==> config.mk <==
export PLATFORM = sky130hd
export DESIGN_NAME = hamming_stream_encoder_flat
export DESIGN_NICKNAME = d
export VERILOG_FILES = /design/src/rtl/hamming_stream_encoder_pkg.sv /design/src/rtl/hamming_stream_encoder_if.sv /design/src/rtl/hamming_stream_encoder_lane.sv /design/src/rtl/hamming_stream_encoder.sv /design/src/flat_wrapper.sv
export SDC_FILE = /design/constraint.sdc
export NUM_CORES = 1
export LEC_CHECK = 0
export ABC_AREA = 1
export ABC_CLOCK_PERIOD_IN_PS = 7350
export CAP_MARGIN = 20
export CORE_UTILIZATION = 30
export CTS_CLUSTER_SIZE = 16
export DETAILED_ROUTE_END_ITERATION = 10
export HOLD_SLACK_MARGIN = 0.06
export SLEW_MARGIN = 40
export SYNTH_ARGS = -nofsm -noshare
export SYNTH_HDL_FRONTEND = slang
export SYNTH_SLANG_ARGS = --single-unit
==> constraint.sdc <==
create_clock -name clk -period 7.35 [get_ports clk]
set_input_delay 0.735 -clock clk [delete_from_list [all_inputs] [get_ports clk]]
set_output_delay 0.735 -clock clk [all_outputs]
set_load 0.05 [all_outputs]
==> src/rtl/hamming_stream_encoder_pkg.sv <==
// Shared types and width helpers for the multi-cycle Hamming(7,4)/SECDED(8,4) stream encoder.
package hamming_pkg;

    typedef enum logic [1:0] {
        IDLE = 2'd0,
        BUSY = 2'd1,
        DONE = 2'd2
    } state_t;

    // Codeword bit positions: parity at Hamming positions 1,2,4 (bits 0,1,3).
    localparam int P1_BIT   = 0;
    localparam int P2_BIT   = 1;
    localparam int D0_BIT   = 2;
    localparam int P4_BIT   = 3;
    localparam int D1_BIT   = 4;
    localparam int D2_BIT   = 5;
    localparam int D3_BIT   = 6;
    localparam int PALL_BIT = 7;

    function automatic int cw_of(input int secded);
        return 7 + ((secded != 0) ? 1 : 0);
    endfunction

    function automatic int enc_w_of(input int data_w, input int secded);
        return (data_w / 4) * cw_of(secded);
    endfunction

    function automatic int nbeats_of(input int data_w, input int lanes);
        return data_w / (4 * lanes);
    endfunction

endpackage

==> src/rtl/hamming_stream_encoder_if.sv <==
// Input word handshake and registered encoded-output handshake of the stream encoder.
interface hamming_stream_encoder_if
    import hamming_pkg::*;
#(
    parameter int DATA_W = 128,
    parameter int SECDED = 0
);
    localparam int ENC_W = enc_w_of(DATA_W, SECDED);

    logic              in_valid;
    logic              in_ready;
    logic [DATA_W-1:0] data_in;
    logic              out_valid;
    logic              out_ready;
    logic [ENC_W-1:0]  encoded_data;
    logic [15:0]       word_count;

    modport master (
        output in_valid, data_in, out_ready,
        input  in_ready, out_valid, encoded_data, word_count
    );

    modport slave (
        input  in_valid, data_in, out_ready,
        output in_ready, out_valid, encoded_data, word_count
    );

endinterface

==> src/rtl/hamming_stream_encoder_lane.sv <==
// One nibble encoder lane: 4 data bits to a 7-bit Hamming codeword, plus overall parity when SECDED.
module hamming74_lane
    import hamming_pkg::*;
#(
    parameter int SECDED = 0,
    parameter int CW     = cw_of(SECDED)
) (
    input  logic [3:0]    nib,
    output logic [CW-1:0] cw
);
    logic [6:0] c7;

    always_comb begin
        c7         = '0;
        c7[D0_BIT] = nib[0];
        c7[D1_BIT] = nib[1];
        c7[D2_BIT] = nib[2];
        c7[D3_BIT] = nib[3];
        c7[P1_BIT] = nib[0] ^ nib[1] ^ nib[3];
        c7[P2_BIT] = nib[0] ^ nib[2] ^ nib[3];
        c7[P4_BIT] = nib[1] ^ nib[2] ^ nib[3];
    end

    generate
        if (SECDED != 0) begin : g_secded
            assign cw = {^c7, c7};
        end else begin : g_plain
            assign cw = c7;
        end
    endgenerate

endmodule

==> src/rtl/hamming_stream_encoder.sv <==
// Multi-cycle Hamming encoder: accepts a word, encodes LANES nibbles per enabled beat,
// then holds the encoded word on a valid/ready output until consumed.
module hamming_stream_encoder
    import hamming_pkg::*;
#(
    parameter int DATA_W = 128,
    parameter int LANES  = 4,
    parameter int SECDED = 0
) (
    input logic                     clk,
    input logic                     rst_n,
    input logic                     enable,
    hamming_stream_encoder_if.slave bus
);
    localparam int CW       = cw_of(SECDED);
    localparam int ENC_W    = enc_w_of(DATA_W, SECDED);
    localparam int NBEATS   = nbeats_of(DATA_W, LANES);
    localparam int BEAT_W   = (NBEATS > 1) ? $clog2(NBEATS) : 1;
    localparam int SLAB_IN  = 4 * LANES;
    localparam int SLAB_OUT = CW * LANES;

    generate
        if (LANES < 1 || DATA_W < 4 || (DATA_W % (4 * LANES)) != 0) begin : g_param_err
            $error("hamming_stream_encoder: DATA_W must be a positive multiple of 4*LANES");
        end
    endgenerate

    state_t              state_q, state_d;
    logic [BEAT_W-1:0]   beat_q;
    logic [DATA_W-1:0]   data_q;
    logic [ENC_W-1:0]    enc_q;
    logic [15:0]         wc_q;
    logic                accept, beat_en, out_hs, last_beat;

    logic [LANES-1:0][3:0]    lane_nib;
    logic [LANES-1:0][CW-1:0] lane_cw;

    // Lane l always handles nibble beat*LANES+l, so each beat is one contiguous slab.
    assign lane_nib  = data_q[int'(beat_q) * SLAB_IN +: SLAB_IN];
    assign last_beat = (beat_q == BEAT_W'(NBEATS - 1));

    for (genvar l = 0; l < LANES; l++) begin : g_lane
        hamming74_lane #(.SECDED(SECDED)) u_lane (
            .nib (lane_nib[l]),
            .cw  (lane_cw[l])
        );
    end

    always_ff @(posedge clk or negedge rst_n) begin
        if (!rst_n) state_q <= IDLE;
        else        state_q <= state_d;
    end

    always_comb begin
        state_d = state_q;
        case (state_q)
            IDLE:    if (bus.in_valid && enable) state_d = BUSY;
            BUSY:    if (enable && last_beat)    state_d = DONE;
            DONE:    if (bus.out_ready)          state_d = IDLE;
            default: state_d = IDLE;
        endcase
    end

    // The output handshake is deliberately not gated by enable.
    always_comb begin
        bus.in_ready  = (state_q == IDLE) && enable;
        bus.out_valid = (state_q == DONE);
        accept        = (state_q == IDLE) && enable && bus.in_valid;
        beat_en       = (state_q == BUSY) && enable;
        out_hs        = (state_q == DONE) && bus.out_ready;
    end

    always_ff @(posedge clk or negedge rst_n) begin
        if (!rst_n) begin
            beat_q <= '0;
            data_q <= '0;
            enc_q  <= '0;
            wc_q   <= '0;
        end else begin
            if (accept) begin
                data_q <= bus.data_in;
                enc_q  <= '0;
                beat_q <= '0;
            end else if (beat_en) begin
                enc_q[int'(beat_q) * SLAB_OUT +: SLAB_OUT] <= lane_cw;
                beat_q <= last_beat ? '0 : beat_q + BEAT_W'(1);
            end
            if (out_hs) wc_q <= wc_q + 16'd1;
        end
    end

    assign bus.encoded_data = enc_q;
    assign bus.word_count   = wc_q;

endmodule

==> src/flat_wrapper.sv <==
// flat-port wrapper written by rule: the top's interface ports become plain ports
module hamming_stream_encoder_flat import hamming_pkg::*;
#(
    parameter int DATA_W = 128,
    parameter int LANES  = 4,
    parameter int SECDED = 0
)
  (clk, rst_n, enable, bus_in_valid, bus_data_in, bus_out_ready, bus_in_ready, bus_out_valid, bus_encoded_data, bus_word_count);
  hamming_stream_encoder_if #(.DATA_W(DATA_W), .SECDED(SECDED)) bus_i ();
  input logic clk;
  input logic rst_n;
  input logic enable;
  input wire logic [$bits(bus_i.in_valid)-1:0] bus_in_valid;
  input wire logic [$bits(bus_i.data_in)-1:0] bus_data_in;
  input wire logic [$bits(bus_i.out_ready)-1:0] bus_out_ready;
  output wire logic [$bits(bus_i.in_ready)-1:0] bus_in_ready;
  output wire logic [$bits(bus_i.out_valid)-1:0] bus_out_valid;
  output wire logic [$bits(bus_i.encoded_data)-1:0] bus_encoded_data;
  output wire logic [$bits(bus_i.word_count)-1:0] bus_word_count;
  assign bus_i.in_valid = bus_in_valid;
  assign bus_i.data_in = bus_data_in;
  assign bus_i.out_ready = bus_out_ready;
  assign bus_in_ready = bus_i.in_ready;
  assign bus_out_valid = bus_i.out_valid;
  assign bus_encoded_data = bus_i.encoded_data;
  assign bus_word_count = bus_i.word_count;
  hamming_stream_encoder #(.DATA_W(DATA_W), .LANES(LANES), .SECDED(SECDED)) u_core (.clk(clk), .rst_n(rst_n), .enable(enable), .bus(bus_i));
endmodule
# [Word-level counts from Yosys, hierarchy flattened]
# Cells that the tools add are included.
# W data, S select, Z words.
[classes] n_mul=1 n_bitwise=24 muxes=10 shifts=3 eq_ne=6 add_sub_neg=3 n_reduce_logical=9
[ops] op="$mux W224" n=2
[ops] op="$bwmux W224" n=1
[ops] op="$shift A28 B33 Y224 const A" n=1
[ops] op="$shiftx A28 B33 Y224" n=1
[ops] op="$shiftx A128 B8 Y16" n=1
[ops] op="$neg A32 Y33" n=1
[ops] op="$xor A1 B1 Y1" n=24
[ops] op="$add A16 B1 Y16 const B" n=1
[ops] op="$mux W3" n=3
[ops] op="$logic_and A1 B1 Y1" n=6
[ops] op="$mul A3 B3 Y6 const B" n=1
[ops] op="$mux W2" n=3
[ops] op="$pmux W2 S3" n=1
[ops] op="$ne A2 B1 Y1 const B" n=2
[ops] op="$add A3 B1 Y3 const B" n=1
[ops] op="$eq A3 B3 Y1 const B" n=1
[ops] op="$reduce_and A3 Y1" n=1
[ops] op="$eq A2 B1 Y1 const B" n=1
[ops] op="$eq A2 B2 Y1 const B" n=1
[ops] op="$logic_not A2 Y1" n=1
[ops] op="$ne A2 B2 Y1 const B" n=1
[ops] op="$reduce_bool A2 Y1" n=1
[totals] elab_cells=61 output_inout_bits=242 reg_bits=373 in_bits=133

# [Longest topological paths before layout]
[depth] ltp_word=7 depth_mapped=24

# [Hierarchy]
# A second synthesis with hierarchy kept.
[unflattened] cells_unflattened=2743 area_unflattened_um2=20199.4
[by_module_without_submodules] mod="hamming_stream_encoder" n_inst=1 cells_per_inst=2627 area_each_um2=19673.9
[by_module_without_submodules] mod="hamming74_lane" n_inst=4 cells_per_inst=29 area_each_um2=131.4

# [Worst setup path after synthesis]
# Ideal clock, no wire load.
[synth_timing] path_type="reg2reg" start="register u_core.beat_q[0]" end="register u_core.enc_q[160], in the netlist u_core.bus.encoded_data[160]" setup_slack_ps=3250 synth_period_minus_slack_ps=4100 stages_incl_launch_ff=22 arrival_time_ps=3981 setup_time_ps=119 path_cell_list="dfrtp_1 > buf_6 > inv_4 > buf_6 > buf_6 > buf_2 > buf_1 > ha_1 > nor2_2 > nand2_2 > nor2_2 > ha_1 > clkbuf_1 > nor2_1 > inv_1 > nor2_1 > clkinv_1 > nor2_1 > nor2_1 > buf_2 > nand2_1 > nand2_1"
[synth_between] elab_chain_len=7 word_cells_on_any_way=32
[synth_lines] item="from (decl)" line_no="hamming_stream_encoder.sv:29" text="logic [BEAT_W-1:0] beat_q;"
[synth_lines] item="from (signal assigned)" line_no="hamming_stream_encoder.sv:86" text="beat_q <= last_beat ? '0 : beat_q + BEAT_W'(1);"
[synth_lines] item="branches (longest 4 deep; another with $neg A32 Y33)"
[synth_lines] item="$bwmux W224 *" line_no="hamming_stream_encoder.sv:85" text="enc_q[int'(beat_q) * SLAB_OUT +: SLAB_OUT] <= lane_cw;"
[synth_lines] item="$mux W224 *" line_no="hamming_stream_encoder.sv:84" text="end else if (beat_en) begin"
[synth_lines] item="$mux W224 *" line_no="hamming_stream_encoder.sv:80" text="if (accept) begin"
[synth_lines] item="to (signal, indexed assignment)" line_no="hamming_stream_encoder.sv:85"
[synth_lines] item="to (decl)" line_no="hamming_stream_encoder.sv:31" text="logic [ENC_W-1:0] enc_q;"
# Mark *: on every way between the ends. The select of a mux whose other input is x is not followed.
# A chain may end at the register's enable or synchronous reset.

# [Worst setup path in the final report]
[layout_timing] start="register u_core.beat_q[0]" end="register u_core.enc_q[58], in the netlist u_core.bus.encoded_data[58]"
# Same word-level chain as after synthesis.

==> impl_metrics.ini <==
[status]
status = complete, no violations

[setup_path]
crit_top_cell = nor2_1
crit_chain = fa_1 > ha_1 > fa_1 > nor2_1 > nand2_2 > nor2_2 > ha_1 > inv_1 > nor2_1 > inv_2 > nor2_1 > clkinv_1 > nor2_2 > nor2_1 > nand2_1 > nand2_1
slowest_delay_ns = 0.76
rrSetupSlack_ns = 1.91
cp_max_fo = 44
crit_arrival_ns = 5.92
critical_path.startpoint_type = register
cp-end-kind = register
crit_type = register to register
cp_data_required_time_ns = 7.83
critPathSlowestCell = dfrtp_4
cp_top_family = simple AND/OR/NAND/NOR gates
crit_buf_inv = 3

[timing]
rsz0062_at_grt = no
clock.fmax_ghz = 0.184
fin_crit_ns = 5.44
drv_slew = 0
setup_violations = 0
timing.final.crit_share_pct = 74.0
worst_slew_pin_slew_ns = 0.807
final.setup_skew_ns = 0.0284
slew_headroom_pct = 46.2
fin_tns_setup_ns = 0
final-hold-violation-count = 0

[worst_hold_path]
hold_class = input port to async pin

[global_routing]
grt_max_degree = 240
grt_overflow = 0
first_global_vias = 19400
grt_pass1_wl_mm = 122
grt.total_usage_pct = 23.8
antenna_found_initial = 4

[clock_tree]
clk_latency_ns = 0.60
hold_buffers = 0
ctsHtreeMaxLevel = 2
cts_made_buffers = 44
clock-sinks = 373
cts_tree = yes
clk_path_buf_depth = 3
cts_resized = 0
clk_root_buffer_cell = clkbuf_16
clk_pin_slew_ns = 0.06
postCtsSetupRepairBufs = 0

[placement]
dpl_cell_area_um2 = 24500
gp_congestion = 1.01
port_buffers = 374
hpwl_mm = 60.0

[die]
die_area_um2 = 67700
start_util_pct = 30.4
rows = 94
core_area_um2 = 65900
ios = 375
die_h_um = 260
die_w_um = 260

[drt]
post-route-drc-count = 0
vias_per_cell = 5.01
drt_wl_total_mm = 81.2
wl_per_cell_um = 20.4
first_pass_iters = 6
antenna_left = 0
route.vias.total = 19900
drtIter0Drc = 2071

[layout]
finish.utilization_pct = 39.5
nNetsFinal = 3226
stdcell_area_um2 = 26000
syn_to_final_growth_pct = 30.1
drive_above_1_share_pct = 5.40

[yosys]
synth_edf_count = 0
syn_avg_cell_area_um2 = 7.22
postSynthCellCount = 2771
yosysUniqueCellTypes = 47
yosysWarnings = 0
synthesis.area_um2 = 20000
synth_ff_type = dfrtp_1
async_flop_share_pct = 100
syn_nets = 2919
synth_seq_cells = 373
seq_area_frac_synth_pct = 46.7

[run]
maxCapViolations = 0
placed cells by master, fill, tap and decap left out, types with 12 or more instances in the layout:
master              n
dfrtp_1           372
o21ai_0           185
inv_1             199
nand2_1          1112
o21ai_1            47
clkdlybuf4s50_1   373
nor2_1            127
buf_4              23
nand3_1           348
nand2_2            12
inv_2              14
a21oi_1            17
clkbuf_16          44
nand4_1            79
worst paths after layout:
path,startpoint,end,depth (start not counted)
setup / recovery,u_core.beat_q[0],u_core.bus.encoded_data[58],16
max in group asynchronous,rst_n,u_core.bus.encoded_data[129],3
hold reg to reg,u_core.data_q[51],u_core.data_q[51],2
min in group clk,u_core.data_q[51],u_core.data_q[51],2
hold / removal,rst_n,u_core.data_q[95],1
setup reg to reg,u_core.beat_q[0],u_core.bus.encoded_data[58],16
cell families (layout without fill, tap and decap cells):
kind of cell             count (synthesis)  count (layout)  synth area share (%)
adder cells (fa/ha/maj)                 15              15                  1.05
XOR/XNOR                                15              15                 0.657
buffers and inverters                  360             701                  7.43
other                                    0               2                     0
flip-flops                             373             373                  46.7
AND/OR/NAND/NOR                       1720            1720                  36.4
AO/OA/AOI/OAI                          287             287                  7.78
multiplexers                             1               1                0.0563
cells in the mapped netlist, types with 5 or more instances:
master / number / area [um^2]
nor3_1: 7 / 35.0
dfrtp_1: 373 / 9330
nand4_1: 79 / 494
nand3_1: 348 / 1740
nand3_2: 8 / 80.1
o21ai_2: 6 / 52.6
o211ai_1: 7 / 52.6
nor2_2: 5 / 31.3
xor2_1: 7 / 61.3
buf_1: 35 / 131
nand2_2: 12 / 75.1
clkbuf_1: 61 / 229
inv_1: 201 / 754
xnor2_1: 8 / 70.1
a21oi_1: 17 / 85.1
o21ai_0: 185 / 926
inv_2: 12 / 45.0
ha_1: 12 / 150
o22ai_1: 5 / 31.3
buf_2: 31 / 155
nand2_1: 1112 / 4170
nor2_1: 132 / 495
buf_4: 7 / 52.6
o21ai_1: 47 / 235
buf_6: 9 / 101
state kept, by name (all words and copies together) (netlist names):
register	flops
u_core.beat_q	3
u_core.bus.encoded_data	224
u_core.data_q	128
u_core.state_q	2
u_core.bus.word_count	16
stage by stage:
stage	worst slack [ns]	std cells	hold WS, ns
2_1_floorplan	3.25	2771	0.437
3_3_place_gp	1.90	3893	0.454
3_5_place_dp	1.79	3894	0.462
4_1_cts	1.79	3974	0.231
5_1_grt	1.56	3978	0.105
6_report	1.91	3978	0.0805
area by class of cell:
cell class | count | area, um^2
clock inverter | 15 | 196
tap | 864 | 1080
clock buffer | 65 | 1290
antenna | 2 | 5.00
fill | 6923 | 39800
timing repair buffer | 404 | 4080
inverter | 217 | 818
sequential | 373 | 9340
multi-input combinational | 2038 | 9210
metal layers:
layer	part of all wire [%]	up-vias	global-route usage, %
li1	-	9544	-
met1	45	9510	32.5
met2	45	733	36.9
met3	7.0	148	4.93
met4	3.5	2	8.56
met5	0.016	-	0
worst register-to-register path: cells and delay by family, from the launching register on:
kind                       cells  cell delay [ns]
adders and majority gates      4             1.80
DFF                            1             0.76
and+or+nand+nor                9             2.08
buffers and inverters          3             0.73
Power is not shown: default switching activity piles up to over one toggle a cycle in this logic, so the estimate is an artifact.
